File: src/rtl/ub_dma_loader.sv
// ub_dma_loader (rev 1.0): word-serial DMA between external memory and the unified buffer.
// Store path (UB -> external) is built only when UB_DMA_STORE_EN is defined.
`default_nettype none

module ub_dma_loader #(
  parameter int DATA_W = 32,
  parameter int ADDR_W = 10,
  parameter int EXT_AW = 32,
  parameter int LEN_W  = ADDR_W + 1
) (
  input  logic              clk,
  input  logic              reset,
  input  logic              cmd_valid,
  output logic              cmd_ready,
  input  logic              cmd_dir,
  input  logic [EXT_AW-1:0] cmd_ext_addr,
  input  logic [ADDR_W-1:0] cmd_ub_addr,
  input  logic [LEN_W-1:0]  cmd_len,
  output logic              busy,
  output logic              done,
  output logic              err,
  output logic              ext_req_valid,
  input  logic              ext_req_ready,
  output logic              ext_req_we,
  output logic [EXT_AW-1:0] ext_addr,
  output logic [DATA_W-1:0] ext_wdata,
  input  logic              ext_rsp_valid,
  input  logic [DATA_W-1:0] ext_rdata,
  output logic              dma_write_en,
  output logic              dma_read_en,
  output logic [ADDR_W-1:0] dma_addr,
  output logic [DATA_W-1:0] dma_data_in,
  input  logic [DATA_W-1:0] dma_data_out
);

  typedef enum logic [3:0] {
    IDLE   = 4'd0,
    CHECK  = 4'd1,
    L_REQ  = 4'd2,
    L_WAIT = 4'd3,
    L_WR   = 4'd4,
    S_RD   = 4'd5,
    S_CAP  = 4'd6,
    S_REQ  = 4'd7,
    DONE   = 4'd8
  } state_t;

`ifdef UB_DMA_STORE_EN
  localparam logic STORE_EN = 1'b1;
`else
  localparam logic STORE_EN = 1'b0;
`endif

  localparam logic [ADDR_W+1:0] UB_WORDS  = (ADDR_W+2)'(1) << ADDR_W;
  localparam logic [EXT_AW-1:0] EXT_STEP  = EXT_AW'(DATA_W / 8);
  localparam logic [LEN_W-1:0]  LAST_WORD = LEN_W'(1);

  state_t            state_q, state_d;
  logic              dir_q, dir_d;
  logic [EXT_AW-1:0] ext_addr_q, ext_addr_d;
  logic [ADDR_W-1:0] ub_addr_q, ub_addr_d;
  logic [LEN_W-1:0]  rem_q, rem_d;
  logic [DATA_W-1:0] data_q, data_d;
  logic              err_d;

  logic              cmd_ready_q;
  logic              busy_q;
  logic              done_q;
  logic              err_q;
  logic              ext_req_valid_q;
  logic              dma_write_en_q;

  logic [ADDR_W+1:0] end_addr;
  logic              range_bad;
  logic              last_word;

  // Two spare bits so a transfer ending exactly at the top of the UB cannot wrap.
  assign end_addr  = {2'b00, ub_addr_q} + (ADDR_W+2)'(rem_q);
  assign range_bad = (end_addr > UB_WORDS);
  assign last_word = (rem_q == LAST_WORD);

  always_comb begin
    state_d    = state_q;
    dir_d      = dir_q;
    ext_addr_d = ext_addr_q;
    ub_addr_d  = ub_addr_q;
    rem_d      = rem_q;
    data_d     = data_q;
    err_d      = 1'b0;

    case (state_q)
      IDLE: begin
        if (cmd_valid) begin
          dir_d      = cmd_dir;
          ext_addr_d = cmd_ext_addr;
          ub_addr_d  = cmd_ub_addr;
          rem_d      = cmd_len;
          state_d    = CHECK;
        end
      end

      CHECK: begin
        if (range_bad || (dir_q && !STORE_EN)) begin
          err_d   = 1'b1;
          state_d = DONE;
        end else if (rem_q == '0) begin
          state_d = DONE;
        end else begin
          state_d = (dir_q && STORE_EN) ? S_RD : L_REQ;
        end
      end

      L_REQ: begin
        if (ext_req_ready) begin
          state_d = L_WAIT;
        end
      end

      // Responses arriving in any other state are deliberately dropped.
      L_WAIT: begin
        if (ext_rsp_valid) begin
          data_d  = ext_rdata;
          state_d = L_WR;
        end
      end

      L_WR: begin
        ub_addr_d  = ub_addr_q + ADDR_W'(1);
        ext_addr_d = ext_addr_q + EXT_STEP;
        rem_d      = rem_q - LAST_WORD;
        state_d    = last_word ? DONE : L_REQ;
      end

`ifdef UB_DMA_STORE_EN
      S_RD: begin
        state_d = S_CAP;
      end

      S_CAP: begin
        data_d  = dma_data_out;
        state_d = S_REQ;
      end

      S_REQ: begin
        if (ext_req_ready) begin
          ub_addr_d  = ub_addr_q + ADDR_W'(1);
          ext_addr_d = ext_addr_q + EXT_STEP;
          rem_d      = rem_q - LAST_WORD;
          state_d    = last_word ? DONE : S_RD;
        end
      end
`endif

      DONE: begin
        state_d = IDLE;
      end

      default: begin
        state_d = IDLE;
      end
    endcase
  end

  // Strobes are registered from the next state so they line up with the state they describe.
  always_ff @(posedge clk or negedge reset) begin
    if (!reset) begin
      state_q         <= IDLE;
      dir_q           <= 1'b0;
      ext_addr_q      <= '0;
      ub_addr_q       <= '0;
      rem_q           <= '0;
      data_q          <= '0;
      cmd_ready_q     <= 1'b1;
      busy_q          <= 1'b0;
      done_q          <= 1'b0;
      err_q           <= 1'b0;
      ext_req_valid_q <= 1'b0;
      dma_write_en_q  <= 1'b0;
    end else begin
      state_q         <= state_d;
      dir_q           <= dir_d;
      ext_addr_q      <= ext_addr_d;
      ub_addr_q       <= ub_addr_d;
      rem_q           <= rem_d;
      data_q          <= data_d;
      cmd_ready_q     <= (state_d == IDLE);
      busy_q          <= (state_d != IDLE);
      done_q          <= (state_d == DONE);
      err_q           <= err_d;
      ext_req_valid_q <= (state_d == L_REQ) || (state_d == S_REQ);
      dma_write_en_q  <= (state_d == L_WR);
    end
  end

`ifdef UB_DMA_STORE_EN
  logic dma_read_en_q;
  logic ext_req_we_q;

  always_ff @(posedge clk or negedge reset) begin
    if (!reset) begin
      dma_read_en_q <= 1'b0;
      ext_req_we_q  <= 1'b0;
    end else begin
      dma_read_en_q <= (state_d == S_RD);
      ext_req_we_q  <= (state_d == S_REQ);
    end
  end

  assign dma_read_en = dma_read_en_q;
  assign ext_req_we  = ext_req_we_q;
`else
  logic unused_dma_data_out;
  assign unused_dma_data_out = ^dma_data_out;
  assign dma_read_en         = 1'b0;
  assign ext_req_we          = 1'b0;
`endif

  assign cmd_ready     = cmd_ready_q;
  assign busy          = busy_q;
  assign done          = done_q;
  assign err           = err_q;
  assign ext_req_valid = ext_req_valid_q;
  assign ext_addr      = ext_addr_q;
  assign ext_wdata     = data_q;
  assign dma_write_en  = dma_write_en_q;
  assign dma_addr      = ub_addr_q;
  assign dma_data_in   = data_q;

endmodule

`default_nettype wire

File: config.mk
export PLATFORM = sky130hd
export DESIGN_NAME = ub_dma_loader
export DESIGN_NICKNAME = d
export VERILOG_FILES = /design/src/rtl/ub_dma_loader.sv
export SDC_FILE = /design/constraint.sdc
export NUM_CORES = 1
export LEC_CHECK = 0
export BUFFER_PORTS_ARGS = -buffer_cell sky130_fd_sc_hd__buf_4
export CAP_MARGIN = 20
export CORE_ASPECT_RATIO = 0.7
export CORE_MARGIN = 2
export CORE_UTILIZATION = 32
export CTS_CLUSTER_DIAMETER = 200
export CTS_CLUSTER_SIZE = 12
export DETAILED_ROUTE_END_ITERATION = 8
export MAX_ROUTING_LAYER = met4
export PLACE_DENSITY = 0.57
export SLEW_MARGIN = 15
export SYNTH_ARGS = -nofsm -noshare
export SYNTH_HDL_FRONTEND = slang
export SYNTH_SLANG_ARGS = --single-unit
File: constraint.sdc
create_clock -name clk -period 3 [get_ports clk]
set_input_delay 0.15 -clock clk [delete_from_list [all_inputs] [get_ports clk]]
set_output_delay 0.15 -clock clk [all_outputs]
set_load 0.02 [all_outputs]
# Yosys cells after proc, flatten, opt, wreduce, memory -nomap -nowiden
# Index checks and enable logic that the tools add are counted.
# W data, S select, Z words.
op_classes:
  add_sub_neg: 4
  magnitude_cmp: 1
  eq_ne: 10
  mux: 15
  reduce_logical: 10
op_table:
  columns: ["op", "n"]
  rows:
  - ["$pmux W32 S2", 1]
  - ["$add A32 B3 Y32 const B", 1]
  - ["$mux W32", 1]
  - ["$mux W4", 6]
  - ["$pmux W11 S2", 1]
  - ["$pmux W10 S2", 1]
  - ["$pmux W4 S5", 1]
  - ["$add A10 B11 Y12", 1]
  - ["$eq A4 B2 Y1 const B", 3]
  - ["$eq A4 B3 Y1 const B", 3]
  - ["$gt A12 B11 Y1 const B", 1]
  - ["$eq A11 B1 Y1 const B", 1]
  - ["$logic_not A11 Y1", 1]
  - ["$mux W11", 1]
  - ["$sub A11 B1 Y11 const B", 1]
  - ["$add A10 B1 Y10 const B", 1]
  - ["$mux W10", 1]
  - ["$logic_not A4 Y1", 2]
  - ["$reduce_and A2 Y1", 3]
  - ["$eq A4 B1 Y1 const B", 1]
  - ["$eq A4 B4 Y1 const B", 1]
  - ["$reduce_bool A4 Y1", 1]
  - ["$logic_or A1 B1 Y1", 2]
  - ["$mux W1", 2]
  - ["other kinds (2)", 2]
totals:
  regBits: 96
  in_bits: 123
  output_inout_bits: 114
  elab_cells: 52

# Depth between registers and ports, before layout
# Gate-level depths: netlist of run 1.
logic_depth:
  word_depth: 7
  ltp_mapped: 10
  mapped_depth_nobuf: 10

# Worst setup path after synthesis of run 1
# No wires, ideal clock.
synth_path:
  kind: "register to register"
  startpoint: "reg ub_addr_q[0] (netlist: dma_addr[0])"
  endpoint: "reg busy_q (netlist: busy)"
  setup_ns: 0.131
  arrival_ns: 2.631
  required_time_ns: 2.869
  path_slack_ns: 0.238
  path_stages_with_launch: 11
  path_buffers: 0
  period_less_slack_ns: 2.762
  cell_sequence: "dfrtp_1 ha_1 inv_1 fa_1 nand2b_1 a21oi_1 xor2_1 a2111oi_2 nand3_1 o21ba_2 or3_1"
synth_via:
  elab_chain_len: 6
synth_lines:
  columns: ["item", "line", "source"]
  rows:
  - ["start, declared", "61", "logic [ADDR_W-1:0] ub_addr_q, ub_addr_d;"]
  - ["start signal, assigned", "183", "ub_addr_q <= ub_addr_d;"]
  - ["$add A10 B11 Y12", "78", "assign end_addr = {2'b00, ub_addr_q} + (ADDR_W+2)'(rem_q);"]
  - ["$gt A12 B11 Y1", "79", "assign range_bad = (end_addr > UB_WORDS);"]
  - ["$logic_or A1 B1 Y1", "103", "if (range_bad || (dir_q && !STORE_EN)) begin"]
  - ["$mux W4", "103", null]
  - ["$pmux W4 S5", "91", "case (state_q)"]
  - ["net state_d[3]", "58", "state_t state_q, state_d;"]
  - ["$reduce_bool A4 Y1", "187", "busy_q <= (state_d != IDLE);"]
  - ["end signal, assigned", "187", null]
  - ["end, declared", "67", "logic busy_q;"]
# The timed path passes the listed nets, and every way through them passes these cells.
# A chain may end at the register's enable or synchronous reset.

# Final worst setup path of run 1
layout_path:
  startpoint: "reg rem_q[5]"
  endpoint: "reg busy_q (netlist: busy)"
layout_via:
  elab_chain_len: 6
  word_cells_on_any_way: 10
  classes_between: "add/sub (1); order compare (1); eq/ne (1); mux (4); reduce/logical (3)"
layout_lines:
  columns: ["item", "line", "source"]
  rows:
  - ["start, declared", "62", "logic [LEN_W-1:0] rem_q, rem_d;"]
  - ["start signal, assigned", "184", "rem_q <= rem_d;"]
  - ["$add A10 B11 Y12", "78", null]
  - ["$gt A12 B11 Y1", "79", null]
  - ["$logic_or A1 B1 Y1", "103", null]
  - ["$mux W4", "103", null]
  - ["$pmux W4 S5 (*)", "91", null]
  - ["net state_d[3]", "58", null]
  - ["$reduce_bool A4 Y1 (*)", "187", null]
# The timed path passes the listed nets; every way through them passes the cells marked *.

==> results of run 1 <==
worst max path at each step:
stage | startpoint | to | cells after the start
2_1_floorplan | dma_addr[0] | busy | 10
3_3_place_gp | dma_addr[0] | busy | 10
3_5_place_dp | dma_addr[0] | busy | 10
4_1_cts | dma_addr[0] | busy | 10
5_1_grt | dma_addr[0] | busy | 9
6_report | rem_q[5] | busy | 8
synthesized netlist by cell type (4+ instances only):
library cell   n
dfrtp_1       95
nand2_1       76
o21ai_0       42
nor2_1        40
buf_4         35
mux2_2        33
a21oi_1       24
clkbuf_1      22
nand3_1       21
a221o_1       17
inv_1         17
ha_1          14
nor3_1        13
a31oi_1       12
nor4_1        11
o311ai_0      11
nand4_1        8
nor3b_1        7
o211ai_1       6
and3_1         5
a31o_2         4
and2_1         4
buf_2          4
xor2_1         4
flip-flops by register name (all words and copies together) (netlist names):
| register | flops |
|---|---|
| busy | 1 |
| cmd_ready | 1 |
| dir_q | 1 |
| dma_addr | 10 |
| dma_data_in | 32 |
| dma_write_en | 1 |
| done | 1 |
| err | 1 |
| ext_addr | 32 |
| ext_req_valid | 1 |
| rem_q | 11 |
| state_q | 4 |
worst register-to-register path, cell delays in order (launching register included):
cell and delay (ps):
dfrtp_1 460, ha_1 450, nand4_1 190, nor4_2 380
nor3_1 120, a221oi_2 340, nand3_2 140, o21ba_2 260
or3_1 350
per-stage QoR:
step	total power, mW	setup WS, ps	cell area, µm²
global route	9.32	17.6	7520
floorplan	5.61	238	5480
CTS	8.72	53.2	7490
global placement	7.35	127	7090
finish	8.72	189	7520
detailed placement	7.45	71.6	7090
final cells by class:
cell class | instances | area (µm²) | share of cell area [%]
Multi-Input combinational cell | 405 | 2700 | 35.9
Sequential cell | 96 | 2400 | 32.0
Timing Repair Buffer | 229 | 1750 | 23.3
Tap cell | 225 | 282 | 3.74
Clock buffer | 10 | 239 | 3.18
Clock inverter | 6 | 75.1 | 0.998
Inverter | 17 | 63.8 | 0.848
routing by layer:
metal | part of all wire (%) | track usage (%) | vias up
met5 | 0 | - | -
met4 | 0.86 | 4.14 | 0
met3 | 7.7 | 5.53 | 11
met2 | 43 | 29.6 | 224
met1 | 48 | 28.8 | 2486
li1 | - | - | 2458
power breakdown:
part           internal [mW]  leakage, nW  switching [mW]
logic                   2.10         2.09            2.74
clock network          0.681        0.151           0.532
registers               1.90         1.19           0.763
what timing repair did:
action / in CTS / in global routing
endpoints found under the setup margin: 0 / 4
setup buffers: 0 / 0
resized for setup: 0 / 7
hold buffers: 9 / 0
hold endpoints to repair: 56 / 0
logic make-up (layout without fill, tap and decap cells):
| group | Yosys count | after routing | synth area share [%] |
|---|---|---|---|
| AOI/OAI and AO/OA | 142 | 142 | 18.1 |
| xor gates and xnor gates | 4 | 4 | 0.640 |
| adders and majority gates | 15 | 15 | 3.56 |
| buffers and inverters | 78 | 262 | 7.84 |
| DFF | 96 | 96 | 43.9 |
| muxes | 34 | 34 | 6.97 |
| other | 1 | 2 | 0.0685 |
| and+or+nand+nor | 208 | 208 | 18.9 |
==> flow_summary.yaml, run 1 <==
run_status:
  outcome: "complete, no violations"
floorplan:
  num_rows: 39
  io_pins: 237
  die_w_um: 160
  die_area_um2: 18200
  fp.dieH_um: 113
  core_um2: 16500
  start_util_pct: 33.1
detailed_routing:
  drt_iter0_markers: 355
  drc_errors: 0
  firstDrtPassIters: 5
  drt-total-wl_um: 17800
  ant_nets: 0
  wl_per_cell_um: 18.0
  viasPerCell: 5.24
  vias: 5179
global_routing:
  antenna_found_initial: 0
  grt-ovfl-total: 0
  grt_pass1_vias: 5121
  grt_pass1_wl_um: 28300
  grt_use_total_pct: 20.4
  grt_max_degree: 51
setup_path:
  crit_buf_inv: 0
  worstPathRequired_ps: 3220
  r2r_slack_ps: 190
  cp_max_fo: 7
  critPathKind: "flop to flop"
  end_kind: "flop"
  slowest_stage: "dfrtp_1"
  worstPathArrival_ps: 3030
  startpoint_type: "flop"
  cp_top_family: "simple AND/OR/NAND/NOR gates"
  max_stage_delay_ps: 460
  r2r_end: "busy"
  reg2reg_depth: 8
  crit_chain: "ha_1, nand4_1, nor4_2, nor3_1, a221oi_2, nand3_2, o21ba_2, or3_1"
  regToRegStartpoint: "rem_q[5]"
layout:
  area_growth_pct: 37.3
  drive_gt1_share_pct: 38.4
  diodes: 0
  layout_common_cells: "219 x buf_4, 94 x dfrtp_1, 76 x nand2_1"
  fillers: 1573
  final_cells: 988
  final_common_cell: "buf_4"
  fin_util_pct: 45.5
  nNetsFinal: 896
cts:
  clk_latency_ps: 350
  cts_sinks: 96
  cts-root-buf: "clkbuf_16"
  htreeDepth: 3
  cts_tree: "built"
  clk_pin_slew_ps: 70
  numCtsBuffers: 9
  clock_path_buffers: 2
logic_synthesis:
  synthArstFlopShare_pct: 100
  synth_edf_count: 0
  synth.distinct_cells: 60
  syn_area_per_cell_um2: 9.47
  yosysWarnings: 0
  synthFlopType: "dfrtp_1"
  synth_top_area_cell: "dfrtp_1"
  synth-seq-cells: 96
  synth.top_cells.by_area: "dfrtp_1 43%, mux2_2 6.8%, nand2_1 5.2%, buf_4 4.8%, o21ai_0 3.8%"
  syn_area_um2: 5480
  syn_inst: 578
  netlist.area_leader.share_pct: 43.4
  yosysSeqAreaShare_pct: 43.9
pwr:
  p_per_area_nw_per_um2: 1160
  ir_drop_mv: 0.481
  leakagePower_nw: 3.44
sta:
  finalMaxSlewViolations: 0
  period_share_pct: 93.7
  fmax_ghz: 0.356
  tightest_slew_ps: 699
  setup_viol: 0
  finClkSkew_ps: 9.51
  finalCriticalPeriod_ps: 2810
  rsz0062_at_grt: "no"
  whs_ps: 18.0
  hold_viol_final: 0
  finalSetupTns_ps: 0
  relSlewSlack_pct: 53.4
worst_hold_path:
  min_from: "cmd_len[9]"
  hold_path_class: "input pin to flop"
  holdPathEnd: "rem_q[9]"
  holdPathStages: 3
job:
  maxCapViolations: 0
placed_design:
  gp_congestion: 0.948
  placed_cells_incl_taps: 963
  dp_hpwl_um: 13300
  io_buffers: 202
No activity file was read; power rests on OpenSTA's default activity.
==> inputs of run 2 (changes only) <==
--- a/config.mk
+++ b/config.mk
@@ -5,7 +5,6 @@
 export SDC_FILE = /design/constraint.sdc
 export NUM_CORES = 1
 export LEC_CHECK = 0
-export BUFFER_PORTS_ARGS = -buffer_cell sky130_fd_sc_hd__buf_4
 export CAP_MARGIN = 20
 export CORE_ASPECT_RATIO = 0.7
 export CORE_MARGIN = 2
@@ -13,8 +12,10 @@
 export CTS_CLUSTER_DIAMETER = 200
 export CTS_CLUSTER_SIZE = 12
 export DETAILED_ROUTE_END_ITERATION = 8
+export DONT_BUFFER_PORTS = 1
 export MAX_ROUTING_LAYER = met4
-export PLACE_DENSITY = 0.57
+export PLACE_DENSITY = 0.45
+export SETUP_SLACK_MARGIN = 0.02
 export SLEW_MARGIN = 15
 export SYNTH_ARGS = -nofsm -noshare
 export SYNTH_HDL_FRONTEND = slang
==> run 2 against run 1 <==
Sequential power increased by 31%. Via count decreased by 9.2%. Final cell count down 12%. Flip-flop and latch count unchanged. Design area fell by 9.8%. Clock skew is 1.3 ps lower. Clock power barely moved. Utilization shrank 4.4 points. Largest power group is now sequential cells.
==> flow_summary.yaml, run 2 (synthesis results as in run 1) <==
run_status:
  outcome: "complete, no violations"
floorplan:
  io_pins: 237
  die_w_um: 160
  core_um2: 16500
  start_util_pct: 33.1
  fp.dieH_um: 113
  die_area_um2: 18200
  num_rows: 39
cts:
  cts_tree: "built"
  clk_latency_ps: 350
  clk_pin_slew_ps: 70
  htreeDepth: 3
  numCtsBuffers: 9
  clock_path_buffers: 2
  cts_sinks: 96
  cts-root-buf: "clkbuf_16"
  cts_setup_buffers: 0
sta:
  period_share_pct: 94.7
  finalSetupTns_ps: 0
  setup_viol: 0
  hold_viol_final: 0
  finalMaxSlewViolations: 0
  finClkSkew_ps: 8.20
  finalCriticalPeriod_ps: 2840
  fmax_ghz: 0.352
  tightest_slew_ps: 699
  whs_ps: 13.2
  relSlewSlack_pct: 52.9
detailed_routing:
  firstDrtPassIters: 5
  viasPerCell: 5.44
  wl_per_cell_um: 18.8
  drt-total-wl_um: 16300
  drt_iter0_markers: 374
  ant_nets: 0
  drc_errors: 0
  vias: 4703
global_routing:
  antenna_found_initial: 0
  grt-busiest-layer: "met2"
  grt_pass1_vias: 4680
  grt_pass1_wl_um: 25900
  grt_use_total_pct: 18.8
  grt_max_degree: 97
  met1_usage_pct: 26.2
  use_met2_pct: 27.7
  met3_usage_pct: 4.15
  grt-ovfl-total: 0
worst_hold_path:
  hold_path_class: "input pin to flop"
  min_from: "cmd_ext_addr[23]"
  holdPathEnd: "ext_addr[23]"
  holdPathStages: 3
setup_path:
  cp_max_fo: 4
  reg2reg_depth: 9
  critPathKind: "flop to flop"
  end_kind: "flop"
  startpoint_type: "flop"
  r2r_end: "busy"
  worstPathArrival_ps: 3060
  regToRegStartpoint: "dma_addr[0]"
  r2r_slack_ps: 160
  worstPathRequired_ps: 3220
layout:
  area_growth_pct: 23.9
  final_cells: 865
  layout_common_cells: "95 x dfrtp_1, 82 x dlygate4sd3_1, 76 x nand2_1"
  regArea_um2: 2400
  fillers: 1577
  diodes: 0
  final_common_cell: "dfrtp_1"
  drive_gt1_share_pct: 15.0
  nNetsFinal: 773
  multi_input_area_um2: 2690
placed_design:
  placed_cells_incl_taps: 766
  io_buffers: 0
  dp_hpwl_um: 11300
  gp_congestion: 0.816
job:
  maxCapViolations: 0
pwr:
  ir_drop_mv: 0.509
  p_per_area_nw_per_um2: 1120
  leakagePower_nw: 2.78
==> run 2: area by class of cell <==
class,count,share of cell area (%)
inverters,17,0.940
flip-flops and latches,96,35.4
clock inverters,5,0.922
well taps,225,4.15
clock buffers,11,3.72
repair buffers,106,15.2
multi-input cells,405,39.6
==> run 2: where the power goes <==
| part | internal (mW) | leakage [nW] | switching (mW) |
|---|---|---|---|
| registers | 1.89 | 1.19 | 1.62 |
| logic | 1.28 | 1.44 | 1.59 |
| clock network | 0.699 | 0.149 | 0.525 |
==> run 2: per-stage QoR <==
stage                     util (%)  setup slack, ps  total power, mW  instance area (µm²)
after global routing          41.0            -10.8             8.18                 6790
after CTS                     40.9              154             7.60                 6770
final                         41.0              160             7.60                 6790
after floorplan                  -              238             5.61                 5480
after detailed placement      33.9              177             6.23                 5610
after global placement        33.9              239             6.18                 5610
==> run 2: what timing repair did <==
item	CTS	global route
endpoints found under the hold margin	177	0
hold buffers	83	0
gates resized for setup	0	5
endpoints found under the setup margin	0	2
==> run 2: critical path, cell delays in order (launching register included) <==
cell	delay [ps]
dfrtp_1	360
ha_1	220
inv_1	80
fa_1	400
nand2b_1	200
a211o_1	330
a2111oi_1	370
nand3b_1	220
a31oi_2	150
or3_1	390
==> run 2: metal layers <==
| metal | up-vias | share of wire (%) | routed length [µm] |
|---|---|---|---|
| li1 | 2218 | - | - |
| met1 | 2267 | 48 | 7840 |
| met2 | 196 | 44 | 7130 |
| met3 | 22 | 6.6 | 1080 |
| met4 | 0 | 1.5 | 242 |
| met5 | - | 0 | 0 |
==> run 2: worst max path at each step <==
stage	slack (ps)	cells after the start	to	start
after floorplan	240	10	busy	dma_addr[0]
after global placement	240	10	busy	dma_addr[0]
after detailed placement	180	10	busy	dma_addr[0]
after CTS	150	10	busy	dma_addr[0]
after global routing	-10	9	busy	dma_addr[0]
final	160	9	busy	dma_addr[0]
